**config.mk**
```make
export PLATFORM = sky130hd
export DESIGN_NAME = if_id_queue
export DESIGN_NICKNAME = d
export VERILOG_FILES = /design/src/rtl/if_id_queue.sv
export SDC_FILE = /design/constraint.sdc
export NUM_CORES = 1
export LEC_CHECK = 0
export CAP_MARGIN = 20
export CORE_ASPECT_RATIO = 0.7
export CORE_UTILIZATION = 29
export DETAILED_ROUTE_END_ITERATION = 6
export PLACE_DENSITY_LB_ADDON = 0.2
export SYNTH_ARGS = -nofsm -noshare
export SYNTH_HDL_FRONTEND = slang
export SYNTH_SLANG_ARGS = --single-unit
```
**constraint.sdc**
```tcl
create_clock -name clk_i -period 5 [get_ports clk_i]
set_input_delay 1 -clock clk_i [delete_from_list [all_inputs] [get_ports clk_i]]
set_output_delay 1 -clock clk_i [all_outputs]
set_load 0.1 [all_outputs]
```
**src/rtl/if_id_queue.sv**
```systemverilog
// -----------------------------------------------------------------------------
// if_id_queue
//   IF/ID pipeline stage built as a DEPTH-entry FIFO of {PC, instruction}
//   pairs. Fetch can run ahead while decode stalls. A flush, used on a branch
//   redirect, empties the queue. When the queue is empty the outputs show an
//   all-zero PC and instruction, which decode as a NOP.
//
//   Optional feature macro: IF_ID_BYPASS_EN
//     defined   : zero-latency bypass from fetch to decode when the queue is
//                 empty and no flush is active.
//     undefined : outputs come only from registered state (1-cycle latency).
//
// Ports
//   clk_i        rising-edge clock
//   reset_i      synchronous active-high reset (highest priority)
//   flush_i      discard all entries; a push in the same cycle is dropped
//   in_valid_i   fetch presents pc_in_i / instr_in_i
//   in_ready_o   queue can accept (registered count != DEPTH)
//   pc_in_i      fetched PC
//   instr_in_i   fetched instruction
//   out_valid_o  head entry available to decode
//   out_ready_i  decode consumes the head (0 = hazard stall)
//   pc_out_o     head PC, 0 when out_valid_o = 0
//   instr_out_o  head instruction, 0 when out_valid_o = 0
//   count_o      occupancy, 0..DEPTH
//
// if_id_queue_chk (same file) holds the simulation-only occupancy assertion.
// -----------------------------------------------------------------------------
module if_id_queue #(
  parameter  int PC_W    = 64,
  parameter  int INSTR_W = 32,
  parameter  int DEPTH   = 4,
  localparam int CNT_W   = $clog2(DEPTH + 1)
) (
  input  logic               clk_i,
  input  logic               reset_i,
  input  logic               flush_i,
  input  logic               in_valid_i,
  output logic               in_ready_o,
  input  logic [PC_W-1:0]    pc_in_i,
  input  logic [INSTR_W-1:0] instr_in_i,
  output logic               out_valid_o,
  input  logic               out_ready_i,
  output logic [PC_W-1:0]    pc_out_o,
  output logic [INSTR_W-1:0] instr_out_o,
  output logic [CNT_W-1:0]   count_o
);

  localparam int PTR_W = $clog2(DEPTH);

  logic [PC_W-1:0]    pc_mem_q    [DEPTH];
  logic [INSTR_W-1:0] instr_mem_q [DEPTH];

  logic [PTR_W-1:0] wr_ptr_q, wr_ptr_d;
  logic [PTR_W-1:0] rd_ptr_q, rd_ptr_d;
  logic [CNT_W-1:0] count_q,  count_d;

  logic empty_s, full_s, push_s, pop_s, bypass_s;

  assign empty_s = (count_q == {CNT_W{1'b0}});
  assign full_s  = (count_q == CNT_W'(DEPTH));

`ifdef IF_ID_BYPASS_EN
  // Empty queue with live fetch data: decode may see it in the same cycle.
  assign bypass_s = empty_s & in_valid_i & ~flush_i;
`else
  assign bypass_s = 1'b0;
`endif

  // A bypassed entry that decode accepts right away is never written.
  // in_ready depends on registered count only, so a full queue refuses a
  // push even when a pop happens in the same cycle.
  assign push_s = in_valid_i & ~full_s & ~(bypass_s & out_ready_i);
  assign pop_s  = ~empty_s & out_ready_i;

  // Next-state pointers and occupancy for a normal (no flush/reset) cycle.
  always_comb begin
    wr_ptr_d = wr_ptr_q;
    rd_ptr_d = rd_ptr_q;
    count_d  = count_q;
    if (push_s) begin
      wr_ptr_d = wr_ptr_q + PTR_W'(1);
    end else begin
      wr_ptr_d = wr_ptr_q;
    end
    if (pop_s) begin
      rd_ptr_d = rd_ptr_q + PTR_W'(1);
    end else begin
      rd_ptr_d = rd_ptr_q;
    end
    case ({push_s, pop_s})
      2'b10:   count_d = count_q + CNT_W'(1);
      2'b01:   count_d = count_q - CNT_W'(1);
      default: count_d = count_q;
    endcase
  end

  // Control state: reset beats flush, flush beats push/pop.
  always_ff @(posedge clk_i) begin
    if (reset_i) begin
      wr_ptr_q <= {PTR_W{1'b0}};
      rd_ptr_q <= {PTR_W{1'b0}};
      count_q  <= {CNT_W{1'b0}};
    end else if (flush_i) begin
      wr_ptr_q <= {PTR_W{1'b0}};
      rd_ptr_q <= {PTR_W{1'b0}};
      count_q  <= {CNT_W{1'b0}};
    end else begin
      wr_ptr_q <= wr_ptr_d;
      rd_ptr_q <= rd_ptr_d;
      count_q  <= count_d;
    end
  end

  // Entry storage; contents are deliberately not reset.
  always_ff @(posedge clk_i) begin
    if (push_s && !reset_i && !flush_i) begin
      pc_mem_q[wr_ptr_q]    <= pc_in_i;
      instr_mem_q[wr_ptr_q] <= instr_in_i;
    end
  end

  // Head presentation: stored head, else bypassed fetch data, else NOP.
  always_comb begin
    pc_out_o    = {PC_W{1'b0}};
    instr_out_o = {INSTR_W{1'b0}};
    if (!empty_s) begin
      pc_out_o    = pc_mem_q[rd_ptr_q];
      instr_out_o = instr_mem_q[rd_ptr_q];
    end else if (bypass_s) begin
      pc_out_o    = pc_in_i;
      instr_out_o = instr_in_i;
    end else begin
      pc_out_o    = {PC_W{1'b0}};
      instr_out_o = {INSTR_W{1'b0}};
    end
  end

  assign out_valid_o = ~empty_s | bypass_s;
  assign in_ready_o  = ~full_s;
  assign count_o     = count_q;

`ifndef SYNTHESIS
  if_id_queue_chk #(
    .DEPTH (DEPTH),
    .CNT_W (CNT_W)
  ) u_chk (
    .clk_i   (clk_i),
    .reset_i (reset_i),
    .count_i (count_q)
  );
`endif

endmodule

// -----------------------------------------------------------------------------
// if_id_queue_chk
//   Simulation checker: occupancy never exceeds DEPTH outside reset.
// Ports
//   clk_i    clock
//   reset_i  synchronous reset (check disabled while high)
//   count_i  occupancy register of the queue
// -----------------------------------------------------------------------------
module if_id_queue_chk #(
  parameter int DEPTH = 4,
  parameter int CNT_W = 3
) (
  input logic             clk_i,
  input logic             reset_i,
  input logic [CNT_W-1:0] count_i
);

  // Occupancy bound check on every edge.
  always_ff @(posedge clk_i) begin
    if (!reset_i) begin
      assert (count_i <= CNT_W'(DEPTH));
    end
  end

endmodule
```
# Word level (Yosys, flattened, before mapping)
# Memories as Yosys holds them, arrays and structs flattened. A register that Yosys moved wholly into a read port is not among the register bits.
# Index checks and enable logic that the tools add are counted.
[op_classes]
eq_ne = 3
bitwise_logic = 4
mux = 9
add_sub_neg = 4
reduce_logical = 7
[op_table]
columns = ["operator", "count"]
rows = [
  ["$mux W64", 1],
  ["$mux W32", 1],
  ["$mux W2", 4],
  ["$pmux W3 S2", 1],
  ["$add A2 B1 Y2 const B", 2],
  ["$add A3 B1 Y3 const B", 1],
  ["$eq A3 B3 Y1 const B", 1],
  ["$logic_not A3 Y1", 1],
  ["$sub A3 B1 Y3 const B", 1],
  ["$and A1 B1 Y1", 2],
  ["$eq A2 B1 Y1 const B", 1],
  ["$eq A2 B2 Y1 const B", 1],
  ["$logic_and A1 B1 Y1", 2],
  ["$logic_not A1 Y1", 2],
  ["$mux W1", 2],
  ["$not A1 Y1", 2],
  ["$reduce_bool A2 Y1", 1],
  ["$reduce_or A2 Y1", 1],
]
[totals]
wordCells = 32
mem_count = 2
inputBits = 101
ramBits = 384
ff_bits = 7
output_inout_bits = 101
[memory_table]
columns = ["memory", "depth", "width", "read_ports", "rd_ports_with_merged_regs", "wr", "line_no", "text"]
rows = [
  ["pc_mem_q", 4, 64, 1, 1, 1, "51", "logic [PC_W-1:0] pc_mem_q [DEPTH];"],
  ["instr_mem_q", 4, 32, 1, 1, 1, "52", "logic [INSTR_W-1:0] instr_mem_q [DEPTH];"],
]

# Longest topological paths before layout
[depth]
depth_word = 7
depth_mapped = 10
mapped_depth_nobuf = 9

# Least setup slack after synthesis
# No wires, ideal clock.
[synth_path]
kind = "register to register"
from = "register count_q[0], in the netlist count_o[0]"
to = "memory instr_mem_q[0][0] (enable)"
n_path_buf = 1
required_ns = 4.534
path_slack_ns = 0.010
stages_incl_launch_ff = 5
arrival_ns = 4.524
setup_ns = 0.466
synth_period_minus_slack_ns = 4.990
path_cell_list = "dfxtp_1 > or3b_1 > and2_0 > clkbuf_2 > and3_1"
[synth_via]
elab_chain_len = 7
[synth_lines]
columns = ["item", "line_no", "text"]
rows = [
  ["start, declared", "56", "logic [CNT_W-1:0] count_q, count_d;"],
  ["start signal, assigned", "103", "count_q <= {CNT_W{1'b0}};"],
  ["start signal, assigned", "107", "count_q <= {CNT_W{1'b0}};"],
  ["start signal, assigned", "111", "count_q <= count_d;"],
  ["$eq A3 B3 Y1", "61", "assign full_s = (count_q == CNT_W'(DEPTH));"],
  ["$not A1 Y1", "n/a", ""],
  ["net in_ready_o", "39", "output logic in_ready_o,"],
  ["$and A1 B1 Y1", "73", "assign push_s = in_valid_i & ~full_s & ~(bypass_s & out_ready_i);"],
  ["$logic_and A1 B1 Y1 (2 in series)", "117", "if (push_s && !reset_i && !flush_i) begin"],
  ["$mux W1", "117", ""],
  ["$mux W1 (implied by the code)", "119", "instr_mem_q[wr_ptr_q] <= instr_in_i;"],
  ["end, declared", "52", ""],
]
# The timed path passes the listed nets, and every way through them passes these cells.

# Worst setup path in the final report
[layout_path]
from = "register count_q[0], in the netlist count_o[0]"
to = "output pc_out_o[44]"
[layout_via]
elab_chain_len = 2
[layout_lines]
columns = ["item", "line_no", "text"]
rows = [
  ["$logic_not A3 Y1", "60", "assign empty_s = (count_q == {CNT_W{1'b0}});"],
  ["$mux W64", "127", "if (!empty_s) begin"],
  ["end, declared", "44", "output logic [PC_W-1:0] pc_out_o,"],
]
# No other way between the ends.

==> results.ini <==
[placed_design]
place.gp.congestion = 0.661
hpwlAfterDp_um = 18100
placed_area_mm2 = 0.0177
io_buffers = 201
dp_cells = 1517
dp_slack_ns = 1.03

[yosys]
netlist_top_cells_area = edfxtp_1 77%, mux4_2 14%, and2_1 4.0%
yosys_warnings = 0
avgSynthCellArea_um2 = 22.6
syn-cell-area_mm2 = 0.0150
yosysTopAreaCell = edfxtp_1
ys_ff_latch = 393
synth_top_area_share_pct = 77.0
yosysUniqueCellTypes = 26
synth_nets = 770
yosysSeqAreaShare_pct = 78.2
syn_inst = 663

[detailed_routing]
vias = 7026
ant_nets = 0
avgViaCountPerCell = 4.42
drt_iter0_drc = 375
routed_wl_um = 31300
wl_per_cell_um = 19.7
route.detailed.drc = 0
drt-pass1-iter-count = 4

[die]
boundaryPins = 202
std_cell_rows = 69
die_area_mm2 = 0.0525
core_mm2 = 0.0509
dieWidth_um = 274
start_util_pct = 29.4
die_y_um = 192

[final_layout]
mostFrequentLayoutCells = 384 x edfxtp_1, 143 x clkdlybuf4s50_1, 96 x mux4_2, 96 x and2_1, 67 x buf_4
fin_cells = 1590
final_common_cell = edfxtp_1
stdcell_area_mm2 = 0.0189
final_layout_size_suffix_gt1_share_pct = 25.2
area_growth_pct = 26.5
nNetsFinal = 992

[setup_path]
endpoint = pc_out_o[44]
cpMaxStageDelayCell = clkdlybuf4s50_1
cp.depth = 4
slowest_delay_ns = 1.15
ff2ff_setup_slack_ns = 2.41
path_cells = or3_2 > buf_4 > and2_1 > clkdlybuf4s50_1
critPathMaxFanout = 42
arrival_ns = 3.39
worstReg2RegEnd = count_o[2]$_SDFFE_PP0P_
timing.rr.start = count_o[2]$_SDFFE_PP0P_
critPathLaunch = count_o[0]$_SDFFE_PP0P_
worstPathRequired_ns = 4.00
critPathTopFamily = buffers and inverters
cp-start-kind = flip-flop
worst-r2r-cell-count = 9
worst-path-buf-inv = 2
crit_type = flip-flop to output pin
end_kind = output pin

[clock_tree]
cts_resized = 0
clk_pin_slew_ns = 0.06
clockRootBuffer = clkbuf_16
post_cts_buffers = 0
htree_levels = 2
max-clock-path-buffers = 3
cts_buffers = 40
clk_latency_ns = 0.53
ctsHoldBuffers = 0
tritoncts = built
clock_sinks = 393

[timing]
timing.slew.headroom_pct = 31.4
drv_slew = 0
finalSetupTns_ns = 0
worst_pin_slew_ns = 1.03
min_period_ns = 4.39
rsz0062_at_grt = false
finalSetupViolCount = 0
fin_ws_ns = 0.610
fmax_ghz = 0.228
finalCritPeriodShare_pct = 87.8
holdWs_ns = 0.509
skew_ns = 0.0235
final-hold-violation-count = 0

[grt]
gr-total-overflow = 0
grt_use_total_pct = 12.0
grt_max_degree = 51
gr-usage-met3_pct = 2.89
grt_busiest_layer = met2
met1_usage_pct = 15.9
antenna_found_initial = 1
grt_pass1_vias = 7607
grt_use_met2_pct = 19.8
grt_pass1_wl_um = 47100

[pwr]
power_density_mw_per_mm2 = 384
ir_drop_mv = 0.209
p_leak_nw = 5.99

[run]
maxCapViolCount = 0

[run_status]
status = finished, final reports clean

[worst_hold_path]
min_path_type = flip-flop to flip-flop

[sequential cells by signal, summed over array words and instances, names as in the netlist, named ones only]
name / count
count_o: 3
instr_mem_q: 128
pc_mem_q: 256
rd_ptr_q: 2
wr_ptr_q: 2
[layer usage]
layer	vias to the layer above	routed length (um)
met4	0	572
met5	-	0
li1	3150	-
met3	49	1570
met2	151	15200
met1	3676	13900
[power by group]
| part | switching (mW) | leakage [nW] | internal, mW | total (mW) |
|---|---|---|---|---|
| combinational | 0.508 | 1.83 | 0.211 | 0.719 |
| sequential | 0.0112 | 3.54 | 3.65 | 3.66 |
| clock | 1.19 | 0.612 | 1.71 | 2.89 |
[logic make-up after synthesis]
group	Yosys count	share of synthesized area [%]
compound gates	6	0.259
xor+xnor	4	0.234
fa+ha+maj	6	0.552
buf+inv	42	1.52
flops	393	78.2
mux	97	14.5
simple gates	115	4.67
[worst register-to-register path, delay by kind of cell (launching register included)]
kind                     cells  cell delay [ns]
AO/OA/AOI/OAI                1             0.15
XOR/XNOR                     1             0.16
adder cells (fa/ha/maj)      2             0.58
buffers and inverters        2             0.17
flip-flops                   1             0.41
AND/OR/NAND/NOR              3             1.05
[worst min-delay path by stage]
stage | startpoint | endpoint | cells after the start
after CTS | wr_ptr_q[0]$_SDFFE_PP0P_ | wr_ptr_q[0]$_SDFFE_PP0P_ | 2
after global placement | wr_ptr_q[0]$_SDFFE_PP0P_ | wr_ptr_q[0]$_SDFFE_PP0P_ | 2
after floorplan | wr_ptr_q[0]$_SDFFE_PP0P_ | wr_ptr_q[0]$_SDFFE_PP0P_ | 2
final | wr_ptr_q[0]$_SDFFE_PP0P_ | wr_ptr_q[0]$_SDFFE_PP0P_ | 2
after detailed placement | wr_ptr_q[0]$_SDFFE_PP0P_ | wr_ptr_q[0]$_SDFFE_PP0P_ | 2
after global routing | wr_ptr_q[0]$_SDFFE_PP0P_ | wr_ptr_q[0]$_SDFFE_PP0P_ | 2
[stage by stage]
stage,util (%),power [mW]
finish,37.2,7.27
global placement,34.8,4.46
floorplan,-,4.22
global route,37.2,7.53
detailed placement,34.8,4.46
CTS,37.2,7.39
[cells in the mapped netlist (all sizes together)]
library cell,instances
edfxtp,384
and2,97
mux4,96
clkbuf,18
buf,17
dfxtp,9
inv,7
nor2,7
ha,5
and3,4
xor2,4
a21oi,2
nand2,2
o31ai,2
or3,2
fa,1
mux2i,1
nand4,1
o21ai,1
o311ai,1
or2,1
or3b,1
[area by class of cell]
| cell class | instances | area [um^2] |
|---|---|---|
| clock inverter | 20 | 196 |
| timing repair buffer | 215 | 2030 |
| tap | 674 | 843 |
| sequential | 393 | 11700 |
| clock buffer | 51 | 1060 |
| inverter | 7 | 26.3 |
| fill | 4669 | 31900 |
| multi-input combinational | 228 | 3050 |
| antenna | 2 | 5.00 |
Power figures use the tool's default switching activity.
